[src/rtl/correlation_stream.sv]
// 10-tap fixed-coefficient correlator (h_k = k+1) over an unsigned 4-bit sample stream.
// Latency: y_valid rises 10 edges after the accept that leaves the window full.
// Backpressure: s_ready is low while accumulating or holding; y is held until y_ready.
module correlation_stream #(
  parameter int DATA_W = 4,
  parameter int Y_W    = 12
) (
  input  logic              clock,
  input  logic              reset,
  input  logic              flush,
  input  logic              s_valid,
  output logic              s_ready,
  input  logic [DATA_W-1:0] s_data,
  output logic              y_valid,
  input  logic              y_ready,
  output logic [Y_W-1:0]    y,
  output logic              busy
);

  localparam int TAPS   = 10;
  localparam int PROD_W = 2 * DATA_W;

  typedef enum logic [1:0] {
    IDLE = 2'd0,
    ACC  = 2'd1,
    HOLD = 2'd2
  } state_t;

  state_t            state;
  logic [DATA_W-1:0] win [TAPS];   // win[0] newest, win[TAPS-1] oldest
  logic [3:0]        fill;         // saturates at TAPS
  logic [3:0]        k;            // tap index while accumulating
  logic [Y_W-1:0]    acc;

  logic [DATA_W-1:0] tap;
  logic [DATA_W-1:0] coef;
  logic [PROD_W-1:0] term;
  logic [Y_W-1:0]    sum;
  logic [3:0]        fill_nxt;

  // Select the window entry addressed by the tap index for the shared multiply-add.
  always_comb begin
    tap = '0;
    for (int i = 0; i < TAPS; i++) begin
      if (k == 4'(i)) tap = win[i];
    end
  end

  // Coefficient k+1 never exceeds 10, so it fits in the sample width.
  assign coef     = DATA_W'(k) + DATA_W'(1);
  assign term     = PROD_W'(tap) * PROD_W'(coef);
  assign sum      = acc + Y_W'(term);
  assign fill_nxt = (fill == 4'(TAPS)) ? fill : fill + 4'd1;

  // Sequencer, window and registered handshake outputs; flush outranks accept and handshake.
  always_ff @(posedge clock or negedge reset) begin
    if (!reset) begin
      state   <= IDLE;
      for (int i = 0; i < TAPS; i++) win[i] <= '0;
      fill    <= '0;
      k       <= '0;
      acc     <= '0;
      y       <= '0;
      s_ready <= 1'b0;
      y_valid <= 1'b0;
      busy    <= 1'b0;
    end else if (flush) begin
      // y is deliberately left alone so the last result stays observable.
      state   <= IDLE;
      for (int i = 0; i < TAPS; i++) win[i] <= '0;
      fill    <= '0;
      k       <= '0;
      acc     <= '0;
      s_ready <= 1'b1;
      y_valid <= 1'b0;
      busy    <= 1'b0;
    end else begin
      case (state)
        IDLE: begin
          // Also arms s_ready on the first edge after reset release.
          s_ready <= 1'b1;
          if (s_valid && s_ready) begin
            win[0] <= s_data;
            for (int i = 1; i < TAPS; i++) win[i] <= win[i-1];
            fill <= fill_nxt;
            if (fill_nxt == 4'(TAPS)) begin
              state   <= ACC;
              k       <= '0;
              acc     <= '0;
              s_ready <= 1'b0;
              busy    <= 1'b1;
            end
          end
        end
        ACC: begin
          acc <= sum;
          if (k == 4'(TAPS - 1)) begin
            y       <= sum;
            k       <= '0;
            state   <= HOLD;
            y_valid <= 1'b1;
          end else begin
            k <= k + 4'd1;
          end
        end
        HOLD: begin
          if (y_ready) begin
            state   <= IDLE;
            y_valid <= 1'b0;
            busy    <= 1'b0;
            s_ready <= 1'b1;
          end
        end
        default: begin
          state   <= IDLE;
          y_valid <= 1'b0;
          busy    <= 1'b0;
          s_ready <= 1'b1;
        end
      endcase
    end
  end

endmodule

[config.mk]
export PLATFORM = sky130hd
export DESIGN_NAME = correlation_stream
export DESIGN_NICKNAME = d
export VERILOG_FILES = /design/src/rtl/correlation_stream.sv
export SDC_FILE = /design/constraint.sdc
export NUM_CORES = 1
export LEC_CHECK = 0
export ABC_CLOCK_PERIOD_IN_PS = 5950
export CAP_MARGIN = 15
export CORE_MARGIN = 4
export CORE_UTILIZATION = 40
export CTS_CLUSTER_SIZE = 24
export DETAILED_ROUTE_END_ITERATION = 10
export SLEW_MARGIN = 0
export SYNTH_ARGS = -nofsm -noshare
export SYNTH_HDL_FRONTEND = slang
export SYNTH_SLANG_ARGS = --single-unit
export TNS_END_PERCENT = 20
[constraint.sdc]
create_clock -name clock -period 5.95 [get_ports clock]
set_input_delay 1.19 -clock clock [delete_from_list [all_inputs] [get_ports clock]]
set_output_delay 1.19 -clock clock [all_outputs]
set_load 0.03 [all_outputs]
Word-level counts from Yosys, hierarchy flattened
Index checks and enable logic that the tools add are counted.

operators by class
  $add $sub $neg = 3
  multiply operators = 1
  eq/ne operators = 19
  mux-type cells = 45
  bitwise gates (word level) = 1
  reductions and logical operators = 13

operator list
  cell                                                                   count
  40-bit two-way mux                                                     3
  4-bit two-way mux                                                      18
  12-bit two-way mux                                                     3
  12-bit case mux with 2 select lines                                    1
  4-bit by 3-bit equality test with 1-bit output, second input constant  4
  4-bit equality test, second input constant                             4
  12-bit by 8-bit adder with 12-bit output                               1
  3-bit != test, second input constant                                   4
  1-bit two-way mux                                                      10
  2-bit two-way mux                                                      5
  1-bit case mux with 3 select lines                                     3
  3-bit AND reduction                                                    3
  4-bit by 1-bit adder with 4-bit output, second input constant          2
  4-bit by 2-bit equality test with 1-bit output, second input constant  2
  4-bit by 4-bit multiplier with 8-bit output                            1
  4-bit case mux with 2 select lines                                     1
  4-bit AND reduction                                                    2
  2-bit case mux with 3 select lines                                     1
  4-bit by 1-bit equality test with 1-bit output, second input constant  1
  4-bit logical NOT                                                      1
  2-bit != test, second input constant                                   2
  2-bit AND reduction                                                    2
  2-bit nonzero test                                                     2
  3-bit nonzero test                                                     1
  other kinds (5)                                                        5

storage, ports and cells
  register bits = 77
  input port bits = 9
  output and inout port bits = 15
  word-level logic and storage cells = 100

Longest topological paths before layout
  depth in word-level cells = 15
  depth in mapped cells = 20
  gate-level depth less buffers = 19

Worst setup path before layout
OpenSTA, ideal clock, no wires.

  kind = reg2reg
  start point = register k[0]
  end point = register y[7]
  setup time = 125 ps
  arrival = 4620 ps
  slack = 1206 ps
  stages on the path, launching flop included = 18
  cell sequence = dfrtp_1 inv_1 ha_1 nor3b_1 a2111oi_2 a21oi_1 a2bb2oi_1 or3b_1 fa_1 fa_1 fa_1 inv_1 ha_1 a211oi_1 o21bai_1 a21oi_1 xnor2_1 mux2_2

on the way
  longest elaborated chain between the ends = 13
  elaborated cells on any way between the ends = 24
  classes of those cells = add/sub (2); mul (1); eq/ne (9); mux (10); reduce/logical (2)

RTL lines
  item                                         RTL line  source
  start, declared                              32        logic [3:0] k;
  start signal, assigned                       103       k <= k + 4'd1;
  4-bit logical NOT                            45        if (k == 4'(i)) tap = win[i];
  4-bit two-way mux (10 in series)             45
  4-bit by 4-bit multiplier with 8-bit output  51        assign term = PROD_W'(tap) * PROD_W'(coef);
  12-bit by 8-bit adder with 12-bit output     52        assign sum = acc + Y_W'(term);
  end signal, assigned                         98        y <= sum;
  end, declared                                16        output logic [Y_W-1:0] y,

Parallel ways exist; a longest one is shown, timed or not.
A chain may end at the register's enable or synchronous reset.

Worst setup path in the final report
Ends and elaborated chain as after synthesis.

==> results.md <==
* Final hold violations at 0
* Syn Area/Cell at between 9 and 10 µm²
* Hold Slack at between 0.4 and 0.5 ns
* Outcome: complete, no violations
* Clk root buf: clkbuf_16
* Crit Reg-Reg Startpoint: k[0]$_DFFE_PN0P_
* Yosys reg bits at 77
* Synth area leaders: dfrtp_1, nand2_1, a21oi_1
* HP Start: y[0]$_DFFE_PN0P_
* Post-synth top cells: nand2_1, dfrtp_1, a21oi_1
* Num ports at 24
* Clock tree buffer depth at 2
* Initial antenna violation count at 0
* CP Launch Type: register
* Post_cts resized at 0
* Rows at 38
* Initial core utilization at 0.416
* Max-slew headroom at 0.329
* XOR/XNOR Fraction of Synth Area at 0.0286
* Main combinational cell family by area after synthesis: compound AO/OA/AOI/OAI gates
* Share of the synthesized area in the top cell type at 0.420
* Leak at around 2.2 nW
* Hold Path Stages at 1
* Post-synth EDFFs at 0
* Area Growth Syn to Fin at 12.6%
* Mapped Nets at about 550
* Crit share post-route at 0.892
* Synth Flop Type: dfrtp_1
* Slew Viols, Final at 0
* # diodes at 0
* CTS tree: yes
* CTS buffer count at 9
* Most frequent cell after synthesis: nand2_1
* Postcts setup bufs at 0
* Hold Path Class: register to register
* Chip Height at ~120 µm
* Ys async rst share at 1.00
* Ys Warns at 0
* Worst-path fanout max at 13
* H-tree Lvls at 3
* Mapped Cells at 507
* Post-DR wirelength/cell at 15.1 µm
* Setup TNS at 0 ns
* # DRC at 0
* Yosys top cell by area: dfrtp_1
* Skew-Pair Late Insertion Delay at roughly 0.35 ns
* Nets at between 500 and 600
* CORE AREA at 11,000 µm²
* Global-route wire length before repair at 16.6 mm
* Vias at ~3,500
* Yosys cell types at 61
* R2R depth at 17
* Vias per cell at between 5 and 6
* WP data required at around 6.2 ns
* Mapped cell area at 4590 µm²
* Reg2reg end: y[7]$_DFFE_PN0P_
* Simple-gate share of the synthesized area at 0.173
* Max Clk Rate at around 190 MHz
* Vias in the first global route at 3,384
* Synth Area in Compound Gates at 0.195
* Hold buffers post-CTS at 0
* Chip Width at 115 µm
* RSZ-0062 raised after global routing: false
* Multiplexer area fraction after synthesis at 0.0245
* R2R setup slack at around 0.64 ns
* Register area share after synthesis at 0.420
* Crit. End Element: register
* Worst-case hold path end point: y[0]$_DFFE_PN0P_
* Critical path type: register to register
* GR Overflow Total at 0
* Drt pass-1 iters at 4
* Fraction of layout cells with a size suffix above 1 at 0.0615
* CP arrival at about 5.5 ns
* # port buffers at 23
* Routed wire length at between 9 and 10 mm
* Largest net degree at the start of global routing at 78
* Routability congestion estimate from global placement at between 0.8 and 0.9
* First DRT Iteration DRCs at around 160
* CTS Sinks at 77
* Clk slew on worst S/H paths at about 0.06 ns
* DPL Wire Length at approximately 6.6 mm
* Final Setup Violations at 0
* Die ar. at ~13,000 µm²
* Clock Skews at 0.00536 ns
* Worst ir drop on vdd at 138 µV
* Total Routing Usage GR at 0.160
* DRT antenna net count at 0
* Adder-cell share of the synthesized area at 0.105
* Tightest Pin Transition at 1.00 ns
* Tmin final at between 5 and 6 ns
* Max-cap violations at 0
* Power per cell area at around 230 nW/µm²
[through the flow]
stage | power (W) | cell area, µm² | utilization | setup WS (ns) | cells
after detailed placement | 0.000645 | 4880 | 0.442 | 0.676 | 645
after CTS | 0.00121 | 5170 | 0.469 | 0.661 | 660
after floorplan | 0.000612 | 4590 | - | 1.21 | 507
final | 0.00119 | 5170 | 0.469 | 0.642 | 660
after global placement | 0.000643 | 4880 | 0.442 | 0.779 | 645
after global routing | 0.00124 | 5170 | 0.469 | 0.365 | 660
[report_power, final]
| part | total [W] | internal (W) | switching, W |
|---|---|---|---|
| registers | 0.000539 | 0.000531 | 0.00000842 |
| clock network | 0.000556 | 0.000346 | 0.000210 |
| logic | 0.0000948 | 0.0000302 | 0.0000645 |
| total | 0.00119 | 0.000907 | 0.000283 |
[layout make-up]
cell class | instances | area (µm²)
fillers | 1067 | 5860
multi-input cells | 371 | 2420
flip-flops and latches | 77 | 1930
clock buffers | 14 | 264
repair buffers | 26 | 245
well taps | 140 | 175
inverters | 31 | 116
clock inverters | 1 | 30.0
[worst max-delay path, stage by stage (launching register included)]
cell       delay, ns
dfrtp_1         0.48
inv_1           0.13
ha_1            0.38
nor3b_1         0.23
a2111oi_2       0.34
a21oi_1         0.13
a2bb2oi_1       0.19
or3b_1          0.41
fa_1            0.47
fa_1            0.51
fa_1            0.52
inv_1           0.05
ha_1            0.36
a211oi_1        0.33
o21bai_1        0.11
a21oi_1         0.20
xnor2_1         0.10
mux2_2          0.27
[worst max path at each step]
stage                                 from          endpoint  slack, ns  depth (start not counted)
after floorplan           k[0]$_DFFE_PN0P_  y[7]$_DFFE_PN0P_       1.21                         17
after global placement    k[0]$_DFFE_PN0P_  y[7]$_DFFE_PN0P_       0.78                         17
after detailed placement  k[0]$_DFFE_PN0P_  y[7]$_DFFE_PN0P_       0.68                         17
after CTS                 k[0]$_DFFE_PN0P_  y[7]$_DFFE_PN0P_       0.66                         17
after global routing      k[0]$_DFFE_PN0P_  y[7]$_DFFE_PN0P_       0.36                         17
final                     k[0]$_DFFE_PN0P_  y[7]$_DFFE_PN0P_       0.64                         17
[sequential cells by signal (all words and copies together) (netlist names)]
signal   count
s_ready      1
acc         12
busy         1
win         40
y           12
state        2
k            4
y_valid      1
fill         4
[routing by layer]
layer / vias up / global-route usage / wire length [µm]
li1: 1761 / - / -
met1: 1713 / 0.210 / 4840
met2: 38 / 0.250 / 4580
met3: 12 / 0.0484 / 336
met4: 0 / 0.0603 / 182
met5: - / 0 / 0
[cell families after synthesis]
| group | Yosys count |
|---|---|
| AND/OR/NAND/NOR | 177 |
| AO/OA/AOI/OAI | 136 |
| XOR/XNOR | 15 |
| multiplexers | 10 |
| buffers and inverters | 59 |
| flip-flops | 77 |
| adder cells (fa/ha/maj) | 33 |
[cells in the final DEF, fill, tap and decap left out, types with 5 or more instances in the layout]
master	netlist	routed
mux2_1	5	5
nor2_1	22	22
and2_1	5	5
fa_1	9	9
clkdlybuf4s50_1	0	21
clkbuf_16	0	9
o21ai_1	13	13
nand2b_1	5	5
xnor2_1	12	12
nor3_1	10	10
a22o_1	8	8
dfrtp_1	77	77
nand3b_1	9	9
inv_1	29	29
nand2_1	105	105
a21oi_1	68	68
ha_1	24	24
a211oi_1	5	5
a21o_1	7	7
mux2_2	5	5
Note: power is estimated with default switching activity, not from simulation.
